### src/rtl/fifo_drain_pkg.sv
// Shared types and widths for the transmit FIFO drain controller.
package fifo_drain_pkg;

    // Width of the inter-byte gap down-counter (GAP_CYCLES range 0..255).
    localparam int GAP_CNT_W  = 8;

    // Width of the optional started-byte counter.
    localparam int BYTE_CNT_W = 16;

    // Controller states, one byte transfer per pass from IDLE back to IDLE.
    typedef enum logic [2:0] {
        IDLE      = 3'd0,
        POP       = 3'd1,
        LATCH     = 3'd2,
        START     = 3'd3,
        WAIT_BUSY = 3'd4,
        WAIT_DONE = 3'd5,
        GAP       = 3'd6
    } drain_state_t;

endpackage

### src/rtl/fifo_tx_drain_ctrl.sv
// Drain controller: sole reader of the transmit byte FIFO. Pops one byte,
// hands it to the UART transmitter with a start pulse, waits for the
// transmitter to finish, then idles for GAP_CYCLES before the next byte.
// Optional feature macro: FIFO_DRAIN_CNT_EN adds the byte_cnt port and a
// 16-bit wrapping count of started bytes.
module fifo_tx_drain_ctrl
    import fifo_drain_pkg::*;
#(
    parameter int GAP_CYCLES = 0,
    parameter int DATA_W     = 8
) (
    input  logic              clk,
    input  logic              reset,
    input  logic              en,
    input  logic              fifo_empty,
    input  logic [DATA_W-1:0] fifo_data,
    output logic              fifo_rd_en,
    input  logic              tx_busy,
    output logic              tx_start,
    output logic [DATA_W-1:0] tx_data,
    output logic              idle
`ifdef FIFO_DRAIN_CNT_EN
    ,
    output logic [BYTE_CNT_W-1:0] byte_cnt
`endif
);

    // Value loaded into the gap counter on entry to GAP; the counter then
    // spends exactly GAP_CYCLES cycles in GAP (GAP_CYCLES-1 down to 0).
    localparam logic [GAP_CNT_W-1:0] GAP_LOAD =
        (GAP_CYCLES > 0) ? GAP_CNT_W'(GAP_CYCLES - 1) : '0;

    drain_state_t          state_q;
    logic [GAP_CNT_W-1:0]  gap_cnt_q;
    logic [DATA_W-1:0]     tx_data_q;
    logic                  rd_en_q;
    logic                  start_q;
    logic                  idle_q;

    // FSM with registered Moore outputs: rd_en_q, start_q and idle_q are
    // loaded together with the state they belong to, so each one is high
    // exactly while state_q is POP, START or IDLE respectively.
    always_ff @(posedge clk) begin
        if (reset) begin
            state_q   <= IDLE;
            gap_cnt_q <= '0;
            tx_data_q <= '0;
            rd_en_q   <= 1'b0;
            start_q   <= 1'b0;
            idle_q    <= 1'b1;
        end else begin
            rd_en_q <= 1'b0;
            start_q <= 1'b0;
            idle_q  <= 1'b0;
            case (state_q)
                IDLE: begin
                    if (en && !fifo_empty) begin
                        state_q <= POP;
                        rd_en_q <= 1'b1;
                    end else begin
                        idle_q <= 1'b1;
                    end
                end
                // Sole reader: the FIFO cannot drain between the IDLE check
                // and the read, so fifo_empty is not looked at again here.
                POP: begin
                    state_q <= LATCH;
                end
                LATCH: begin
                    tx_data_q <= fifo_data;
                    state_q   <= START;
                    start_q   <= 1'b1;
                end
                START: begin
                    state_q <= WAIT_BUSY;
                end
                // No timeout: a transmitter that never raises busy parks us here.
                WAIT_BUSY: begin
                    if (tx_busy) begin
                        state_q <= WAIT_DONE;
                    end
                end
                WAIT_DONE: begin
                    if (!tx_busy) begin
                        if (GAP_CYCLES > 0) begin
                            state_q   <= GAP;
                            gap_cnt_q <= GAP_LOAD;
                        end else begin
                            state_q <= IDLE;
                            idle_q  <= 1'b1;
                        end
                    end
                end
                GAP: begin
                    if (gap_cnt_q == '0) begin
                        state_q <= IDLE;
                        idle_q  <= 1'b1;
                    end else begin
                        gap_cnt_q <= gap_cnt_q - 1'b1;
                    end
                end
                default: begin
                    state_q <= IDLE;
                    idle_q  <= 1'b1;
                end
            endcase
        end
    end

    assign fifo_rd_en = rd_en_q;
    assign tx_start   = start_q;
    assign tx_data    = tx_data_q;
    assign idle       = idle_q;

`ifdef FIFO_DRAIN_CNT_EN
    logic [BYTE_CNT_W-1:0] byte_cnt_q;
    logic [BYTE_CNT_W-1:0] byte_cnt_d;

    // Count each byte as it is started; wraps naturally at 16 bits.
    always_comb begin
        byte_cnt_d = byte_cnt_q;
        if (state_q == START) begin
            byte_cnt_d = byte_cnt_q + 1'b1;
        end
    end

    // Started-byte counter register, cleared by reset.
    always_ff @(posedge clk) begin
        if (reset) begin
            byte_cnt_q <= '0;
        end else begin
            byte_cnt_q <= byte_cnt_d;
        end
    end

    assign byte_cnt = byte_cnt_q;
`endif

endmodule
### config.mk
export PLATFORM = sky130hd
export DESIGN_NAME = fifo_tx_drain_ctrl
export DESIGN_NICKNAME = d
export VERILOG_FILES = /design/src/rtl/fifo_drain_pkg.sv /design/src/rtl/fifo_tx_drain_ctrl.sv
export SDC_FILE = /design/constraint.sdc
export NUM_CORES = 1
export LEC_CHECK = 0
export BUFFER_PORTS_ARGS = -buffer_cell sky130_fd_sc_hd__clkbuf_2
export CAP_MARGIN = 20
export CORE_ASPECT_RATIO = 1.1
export CORE_MARGIN = 4
export CORE_UTILIZATION = 25
export DETAILED_ROUTE_END_ITERATION = 6
export PLACE_DENSITY = 0.54
export SETUP_SLACK_MARGIN = 0.2
export SLEW_MARGIN = 20
export SYNTH_ARGS = -nofsm -noshare
export SYNTH_HDL_FRONTEND = slang
export SYNTH_SLANG_ARGS = --single-unit
export TNS_END_PERCENT = 50
### constraint.sdc
create_clock -name clk -period 2.61 [get_ports clk]
set_input_delay 0.522 -clock clk [delete_from_list [all_inputs] [get_ports clk]]
set_output_delay 0.522 -clock clk [all_outputs]
set_load 0.02 [all_outputs]
==> results.json, run 1 <==
{
  "status": "finished clean",
  "h-tree-depth": 1,
  "post-route-period-util_pct": 72.7,
  "maxCapViolCount": 0,
  "fp.dieH_microns": 73.7,
  "dieArea_sq_um": 4990,
  "grt_pass1_vias": 768,
  "crit_fanout": 9,
  "cp-start-kind": "register",
  "ys_ff_latch": 22,
  "critical_path.endpoint": "gap_cnt_q[7]",
  "reg2reg_to": "gap_cnt_q[7]",
  "crit_buf_inv": 1,
  "clk_pin_slew_worst_paths_ns": 0.08,
  "drive_gt1_share_pct": 25.7,
  "synth_top_area_share_pct": 44.9,
  "r2r_start": "gap_cnt_q[0]",
  "rows": 23,
  "syn_nets": 129,
  "leakage_nw": 0.447,
  "reg2reg_depth": 6,
  "synth_ff_type": "dfxtp_1",
  "drc": 0,
  "finalMaxSlewViolations": 0,
  "wl_per_cell_microns": 11.2,
  "start_util_pct": 26.4,
  "synth_warnings": 0,
  "crit_start": "gap_cnt_q[0]",
  "netlist_area_sq_um": 981,
  "syn2layout_area_growth_pct": 22.2,
  "fin_skew_ns": 0.00451,
  "seq_area_frac_synth_pct": 44.9,
  "via_per_inst": 4.55,
  "rrSetupSlack_ns": 0.71,
  "crit_chain": "inv_1, ha_1, or3b_2, o211ai_4, or4b_2, a21oi_1",
  "insertion_delay_ns": 0.27,
  "num_vias": 846,
  "drtIter0Drc": 41,
  "multiInputGateArea_sq_um": 487,
  "p_per_area_nw_per_um2": 619,
  "ys_types": 35,
  "io_pins": 24,
  "dp_hpwl_microns": 1540,
  "regArea_sq_um": 440,
  "antenna_found_initial": 0,
  "n_fill_cell": 396,
  "finalNonFillerCells": 186,
  "cts_resized": 0,
  "cts_setup_buffers": 0,
  "io_buffers": 23,
  "antenna_cells": 0,
  "ir_worst_vdd_mv": 0.209,
  "grt_max_degree": 21,
  "fmax_mhz": 527,
  "synth_edf_count": 0,
  "drt_wl_total_microns": 2090,
  "stdcell_area_sq_um": 1200,
  "hold_class": "in -> reg",
  "cts-buffers-inserted": 3,
  "final_nets": 152,
  "yosysTopAreaCell": "dfxtp_1",
  "dpl_cell_area_sq_um": 1130,
  "cpLargestDelayFamily": "simple AND/OR/NAND/NOR gates",
  "grt_pass1_wl_microns": 3240,
  "overflow": 0,
  "avgSynthCellArea_sq_um": 8.60,
  "cp.arrival_ns": 2.09,
  "gp_congestion": 0.795,
  "cp.required_ns": 2.81,
  "rsz0062_at_grt": "false",
  "clock_path_buffers": 2,
  "grt_use_total_pct": 8.69,
  "endpoint_kind": "register",
  "period_minus_slack_ns": 1.90,
  "critical_path_class": "reg -> reg",
  "tightest_slew_ns": 0.861,
  "cts.sink_count": 22,
  "finalHoldViolations": 0,
  "dp_cells": 182,
  "finalSetupTns_ns": 0,
  "cts_tree": "done",
  "async_flop_share_pct": 0,
  "cp_slowest_cell": "or4b_2",
  "ant_nets": 0,
  "synthCells": 114,
  "slowest_delay_ns": 0.66,
  "finalPower_uw": 742,
  "die_width_microns": 67.7,
  "coreArea_sq_um": 3710,
  "setup_violations": 0,
  "cts-root-buf": "clkbuf_8",
  "relSlewSlack_pct": 42.2,
  "hold_buffers": 0,
  "path_depth": 6,
  "firstDrtPassIters": 4,
  "yosys-top-cells-area": "dfxtp_1 (45%), a21oi_1 (9.7%), nand2_1 (7.3%)"
}
==> flip-flops by register name, indices dropped and copies added, names as in the netlist <==
signal	flops
fifo_rd_en	1
tx_start	1
tx_data	8
idle	1
gap_cnt_q	8
state_q	3
==> worst reg2reg max path: cells and delay by family, from the launching register on <==
family          cells  cell delay [ns]
fa+ha+maj           1             0.21
flops               1             0.36
compound gates      2             0.28
buf+inv             1             0.09
simple gates        2             0.89
==> power breakdown <==
part	leakage [nW]	internal [mW]	switching, mW
clock network	0.0357	0.205	0.115
logic	0.233	0.0256	0.0408
registers	0.178	0.347	0.00926
total	0.447	0.578	0.165
==> stage by stage <==
step                hold slack (ns)  setup WS (ns)  utilization (%)
floorplan                     0.455          0.855                -
global placement              0.443          0.802             30.4
detailed placement            0.447          0.733             30.4
CTS                           0.432          0.710             32.3
global route                  0.439          0.622             32.3
finish                        0.438          0.713             32.3
==> layout make-up <==
class                   count  area share [%]
multi-input cells          81            40.6
flip-flops and latches     22            36.7
repair buffers             23            9.60
well taps                  50            5.22
clock buffers               3            3.44
clock inverters             1            2.51
inverters                   6            1.88
==> placed cells by master (no fill, tap or decap), drive strengths merged, types with 3 or more instances in the layout <==
cell / n
or4b: 3
nor2: 8
nand2: 19
dfxtp: 22
o41ai: 3
o21ai: 4
a21oi: 19
clkbuf: 26
inv: 6
==> routing by layer <==
layer | wire, microns | track usage [%] | up-vias | part of all wire (%)
met2 | 1000 | 13.7 | 12 | 48
met4 | 73 | 6.76 | 0 | 3.5
met3 | 72 | 1.83 | 5 | 3.4
met1 | 942 | 10.0 | 384 | 45
li1 | - | - | 445 | -
met5 | 0 | 0 | - | 0
==> cells in the mapped netlist, types with 2 or more instances <==
| master | count |
|---|---|
| xnor2_1 | 2 |
| nor2_1 | 8 |
| inv_1 | 6 |
| nand2_1 | 19 |
| nor3_1 | 2 |
| clkbuf_1 | 2 |
| or4b_2 | 2 |
| o41ai_1 | 3 |
| o21ai_0 | 2 |
| a21oi_1 | 19 |
| o21ai_1 | 2 |
| dfxtp_1 | 22 |
| nor3b_1 | 2 |
| ha_1 | 2 |
==> worst min-delay path by stage <==
stage / slack [ns] / depth (start not counted) / end / start
floorplan: 0.45 / 2 / gap_cnt_q[7] / gap_cnt_q[7]
detailed placement: 0.45 / 2 / tx_data[1] / tx_data[1]
global route: 0.44 / 2 / fifo_rd_en / fifo_empty
CTS: 0.43 / 2 / fifo_rd_en / fifo_empty
finish: 0.44 / 2 / fifo_rd_en / fifo_empty
global placement: 0.44 / 2 / tx_data[1] / tx_data[1]
==> logic make-up (layout without fill, tap and decap cells) <==
kind of cell             after synthesis  in the layout  share of synthesized area (%)
XOR/XNOR                               2              2                           1.79
adder cells (fa/ha/maj)                2              2                           2.55
AO/OA/AOI/OAI                         31             31                           20.0
buffers and inverters                 11             33                           5.48
AND/OR/NAND/NOR                       46             46                           25.3
flip-flops                            22             22                           44.9
Note: power is estimated with default switching activity, not from simulation.
==> run 2, diff against run 1 <==
ABC_AREA = 1   (was unset)
clock period = 1.98 ns   (was 2.61 ns; I/O delays follow)
==> results.json, run 2 <==
{
  "status": "finished clean",
  "critical_path_class": "reg -> reg",
  "p_per_area_nw_per_um2": 1090,
  "rsz0062_at_grt": "false",
  "fmax_mhz": 681,
  "cts_tree": "done",
  "ir_worst_vdd_mv": 0.570,
  "num_vias": 937,
  "finalNonFillerCells": 223,
  "synth_ff_type": "dfxtp_1",
  "drt_wl_total_microns": 2150,
  "stdcell_area_sq_um": 1270,
  "crit_start": "gap_cnt_q[0]",
  "period_minus_slack_ns": 1.47,
  "drc": 0,
  "async_flop_share_pct": 0,
  "yosysTopAreaCell": "dfxtp_1",
  "synthCells": 147,
  "dp_hpwl_microns": 1630,
  "cts-buffers-inserted": 3,
  "dpl_cell_area_sq_um": 1200,
  "crit_buf_inv": 2,
  "grt_max_degree": 14,
  "crit_path_frequent_cell": "nand2_1",
  "synth_top_area_share_pct": 42.2,
  "clk_pin_slew_worst_paths_ns": 0.08,
  "finalSetupTns_ns": 0,
  "drive_gt1_share_pct": 24.6,
  "synth_edf_count": 0,
  "endpoint_kind": "register",
  "cp.required_ns": 2.18,
  "seq_area_frac_synth_pct": 42.2,
  "crit_chain": "inv_1, ha_1, nand2_1, o21ai_4, inv_2, nand2_1, nand2_1, a21oi_1",
  "r2r_start": "gap_cnt_q[0]",
  "slowest_delay_ns": 0.34,
  "antenna_cells": 0,
  "cts_resized": 0,
  "cts.sink_count": 22,
  "grt_use_total_pct": 9.21,
  "antenna_found_initial": 0,
  "setup_violations": 0,
  "hold_class": "in -> reg",
  "h-tree-depth": 1,
  "cpLargestDelayFamily": "compound AO/OA/AOI/OAI gates",
  "ys_types": 23,
  "gp_congestion": 0.852,
  "rows": 24,
  "syn2layout_area_growth_pct": 22.2,
  "tightest_slew_ns": 0.369,
  "fp.dieH_microns": 75.8,
  "cts_setup_buffers": 0,
  "wl_per_cell_microns": 9.63,
  "post-route-period-util_pct": 74.1,
  "syn_nets": 162,
  "final_common_cell": "nand2_1",
  "whs_path_depth": 3,
  "io_pins": 24,
  "overflow": 0,
  "yosys-top-cells-area": "dfxtp_1 (42%), nand2_1 (12%), nor2_1 (10%)",
  "n_fill_cell": 436,
  "leakage_nw": 0.614,
  "firstDrtPassIters": 4,
  "coreArea_sq_um": 3990,
  "grt_pass1_vias": 908,
  "cp_slowest_cell": "o21ai_4",
  "layout_common_cells": "nand2_1 (34), nor2_1 (28), clkbuf_2 (23)",
  "reg2reg_to": "gap_cnt_q[1]",
  "final_nets": 187,
  "finalHoldViolations": 0,
  "cp-start-kind": "register",
  "reg2reg_depth": 8,
  "relSlewSlack_pct": 75.4,
  "ant_nets": 0,
  "finalMaxSlewViolations": 0,
  "crit_fanout": 13,
  "yosysMostFrequentCell": "nand2_1",
  "ys_ff_latch": 22,
  "cts-root-buf": "clkbuf_8",
  "io_buffers": 23,
  "netlist_area_sq_um": 1040,
  "dieArea_sq_um": 5270,
  "start_util_pct": 26.1,
  "whs_endpoint": "tx_data[2]",
  "rrSetupSlack_ns": 0.51,
  "ys_top_cells_by_count": "nand2_1 (34), nor2_1 (28), dfxtp_1 (22)",
  "dp_cells": 219,
  "cp.arrival_ns": 1.67,
  "hold_buffers": 0,
  "maxCapViolCount": 0,
  "clock_path_buffers": 2,
  "insertion_delay_ns": 0.26,
  "die_width_microns": 69.6,
  "fin_skew_ns": 0.00213,
  "grt_pass1_wl_microns": 3810,
  "via_per_inst": 4.20,
  "synth_warnings": 0,
  "drtIter0Drc": 19,
  "hold_path_startpoint": "fifo_data[2]",
  "avgSynthCellArea_sq_um": 7.10
}
[run 2: cell types whose count changed after synthesis, sizes merged, moves of 2 or more]
cell	change
nor2	+23
nand2	+16
inv	+13
a21oi	-10
o21ai	+9
nand4	+5
o41ai	-3
or4b	-3
nor3b	-2
or3	-2
xnor2	-2
xor2	+2
[run 2: cells by family (layout without fill, tap and decap cells)]
family / Yosys count / in the layout / synth area share, %
buffers and inverters: 22 / 46 / 8.75
AO/OA/AOI/OAI: 23 / 23 / 14.5
AND/OR/NAND/NOR: 76 / 76 / 30.5
XOR/XNOR: 2 / 2 / 1.68
flip-flops: 22 / 22 / 42.2
adder cells (fa/ha/maj): 2 / 2 / 2.40
[run 2: worst max-delay path by stage]
stage | end | slack (ns) | depth (start not counted)
floorplan | state_q[0] | 0.74 | 8
global placement | gap_cnt_q[3] | 0.54 | 7
detailed placement | gap_cnt_q[3] | 0.50 | 7
CTS | gap_cnt_q[3] | 0.49 | 7
global route | gap_cnt_q[1] | 0.32 | 8
finish | gap_cnt_q[1] | 0.51 | 8
[run 2: where the power goes]
group          switching [mW]  internal [mW]  total, mW
registers              0.0521          0.527      0.579
clock network           0.156          0.270      0.426
logic                   0.262          0.128      0.389
[run 2: worst reg2reg max path: cells and delay by family (launching register included)]
kind            cells  cell delay [ns]
simple gates        3             0.22
buf+inv             2             0.26
fa+ha+maj           1             0.17
flops               1             0.31
compound gates      2             0.45
[run 2: final cells by class]
type	instances	area [sq um]	area share [%]
Timing Repair Buffer	23	115	9.03
Sequential cell	22	440	34.5
Clock inverter	1	30.0	2.36
Inverter	19	71.3	5.59
Clock buffer	3	41.3	3.24
Tap cell	52	65.1	5.10
Multi-Input combinational cell	103	512	40.1
[run 2: per-stage QoR]
stage	hold slack, ns	utilization [%]	total power [mW]	setup slack, ns
floorplan	0.455	-	0.864	0.744
finish	0.346	31.9	1.39	0.512
CTS	0.341	31.9	1.41	0.490
global placement	0.468	30.1	0.988	0.543
global route	0.363	31.9	1.49	0.323
detailed placement	0.471	30.1	0.982	0.504
[run 2: layer usage]
metal  track usage (%)  up-vias  wire length [microns]
met5                 0        -                      0
met4              5.21        0                     51
met3              2.51        4                    104
met2              16.2       23                    942
met1              10.2      400                   1050
li1                  -      510                      -
==> run 3, diff against run 2 <==
ABC_AREA = 0   (was 1)
clock period = 1.44 ns   (was 1.98 ns; I/O delays follow)
==> results.json, run 3 (same netlist as run 1, synthesis figures left out) <==
{
  "io_pins": 24,
  "dp_hpwl_microns": 1870,
  "layout_common_cells": "clkbuf_2 (23), buf_4 (22), nand2_1 (18), dfxtp_1 (18), a21oi_1 (15)",
  "cp.arrival_ns": 1.77,
  "hold_buffers": 0,
  "cts_tree": "done",
  "clock_path_buffers": 2,
  "period_minus_slack_ns": 1.58,
  "fmax_mhz": 632,
  "critical_path_class": "reg -> reg",
  "rrSetupSlack_ns": -0.14,
  "drtIter0Drc": 52,
  "fin_skew_ns": 0.00619,
  "violations": "setup timing",
  "finalMaxSlewViolations": 0,
  "final_common_cell": "clkbuf_2",
  "wl_per_cell_microns": 11.6,
  "start_util_pct": 26.4,
  "h-tree-depth": 1,
  "post-route-period-util_pct": 110,
  "fp.dieH_microns": 73.7,
  "final_nets": 181,
  "n_fill_cell": 365,
  "die_width_microns": 67.7,
  "firstDrtPassIters": 4,
  "tightest_slew_ns": 0.367,
  "rows": 23,
  "cp.required_ns": 1.63,
  "grt_pass1_wl_microns": 4210,
  "p_per_area_nw_per_um2": 747,
  "maxCapViolCount": 0,
  "finalHoldViolations": 0,
  "drive_gt1_share_pct": 53.0,
  "endpoint_kind": "register",
  "final_core_util_pct": 42.0,
  "grt_use_total_pct": 10.8,
  "syn2layout_area_growth_pct": 58.9,
  "via_per_inst": 4.57,
  "relSlewSlack_pct": 75.2,
  "dpl_cell_area_sq_um": 1300,
  "dieArea_sq_um": 4990,
  "rsz0062_at_grt": "true",
  "finalWorstSetupSlack_ns": -0.142,
  "cts-buffers-inserted": 3,
  "antenna_cells": 0,
  "cts-root-buf": "clkbuf_8",
  "drc": 0,
  "cp-start-kind": "register",
  "drt_wl_total_microns": 2490,
  "coreArea_sq_um": 3710,
  "setup_violations": 9,
  "ant_nets": 0,
  "antenna_found_initial": 0,
  "overflow": 0,
  "whs_ns": 0.209,
  "stdcell_area_sq_um": 1560,
  "gp_congestion": 0.757,
  "grt_pass1_vias": 1027,
  "ir_worst_vdd_mv": 0.256,
  "io_buffers": 23,
  "hold_class": "in -> reg",
  "insertion_delay_ns": 0.26,
  "num_vias": 978,
  "status": "finished, violations left",
  "clk_pin_slew_worst_paths_ns": 0.08,
  "grt_max_degree": 14,
  "crit_fanout": 5,
  "cts.sink_count": 22,
  "leakage_nw": 0.624
}
-- run 3: changes by cell type in the layout (fill, tap and decap cells not counted), sizes merged, moves of 2 or more --
| cell | before | now |
|---|---|---|
| buf | 0 | 28 |
| nor2 | 31 | 8 |
| nand2 | 35 | 19 |
| inv | 19 | 6 |
| a21oi | 9 | 19 |
| o21ai | 13 | 4 |
| nand4 | 5 | 0 |
| o41ai | 0 | 3 |
| or4b | 0 | 3 |
| nor3b | 0 | 2 |
| or3 | 0 | 2 |
| xnor2 | 0 | 2 |
| xor2 | 2 | 0 |
-- run 3: what timing repair did --
item / 4_1_cts / 5_1_grt
gates resized for setup: 18 / 12
hold endpoints to repair: 0 / 0
endpoints found under the setup margin: 15 / 20
pin swaps: 6 / 6
setup buffers: 4 / 4
cloned: 1 / 0
-- run 3: area by class of cell --
cell class	instances	area, sq um	area share, %
tap	50	62.6	4.01
multi-input combinational	82	639	41.0
timing repair buffer	51	348	22.3
clock buffer	3	41.3	2.65
inverter	6	22.5	1.44
sequential	22	445	28.6
-- run 3: critical path, stage by stage, from the launching register on --
cell and delay [ns]:
dfxtp_2 0.34, inv_2 0.05, ha_4 0.15, or3b_4 0.25, o211ai_4 0.11, or4b_4 0.49
a21oi_2 0.12
-- run 3: through the flow --
stage	total power, mW	instances	setup TNS, ns	setup WS [ns]
after floorplan	0.739	114	-0.587	-0.114
after global placement	0.793	202	-0.829	-0.147
after detailed placement	0.796	202	-1.16	-0.212
after CTS	1.18	210	-0.746	-0.144
after global routing	1.23	214	-1.61	-0.216
final	1.16	214	-0.857	-0.142
-- run 3: path summary, 6_finish.rpt --
kind	to	from	cells past startpoint
max	gap_cnt_q[3]	gap_cnt_q[1]	6
min	fifo_rd_en	fifo_empty	2
max reg2reg	gap_cnt_q[3]	gap_cnt_q[1]	6
min reg2reg	tx_data[5]	tx_data[5]	2
-- run 3: routing by layer --
layer / up-vias / share of wire (%) / track usage (%)
li1: 502 / - / -
met5: - / 0 / 0
met1: 451 / 43 / 12.6
met3: 4 / 5.3 / 1.99
met4: 0 / 0.48 / 3.60
met2: 21 / 51 / 19.5
-- run 3: where the power goes --
group	leakage, nW	total, mW	switching [mW]	internal [mW]
clock	0.0216	0.369	0.183	0.186
sequential	0.180	0.639	0.0100	0.629
combinational	0.422	0.155	0.0925	0.0628
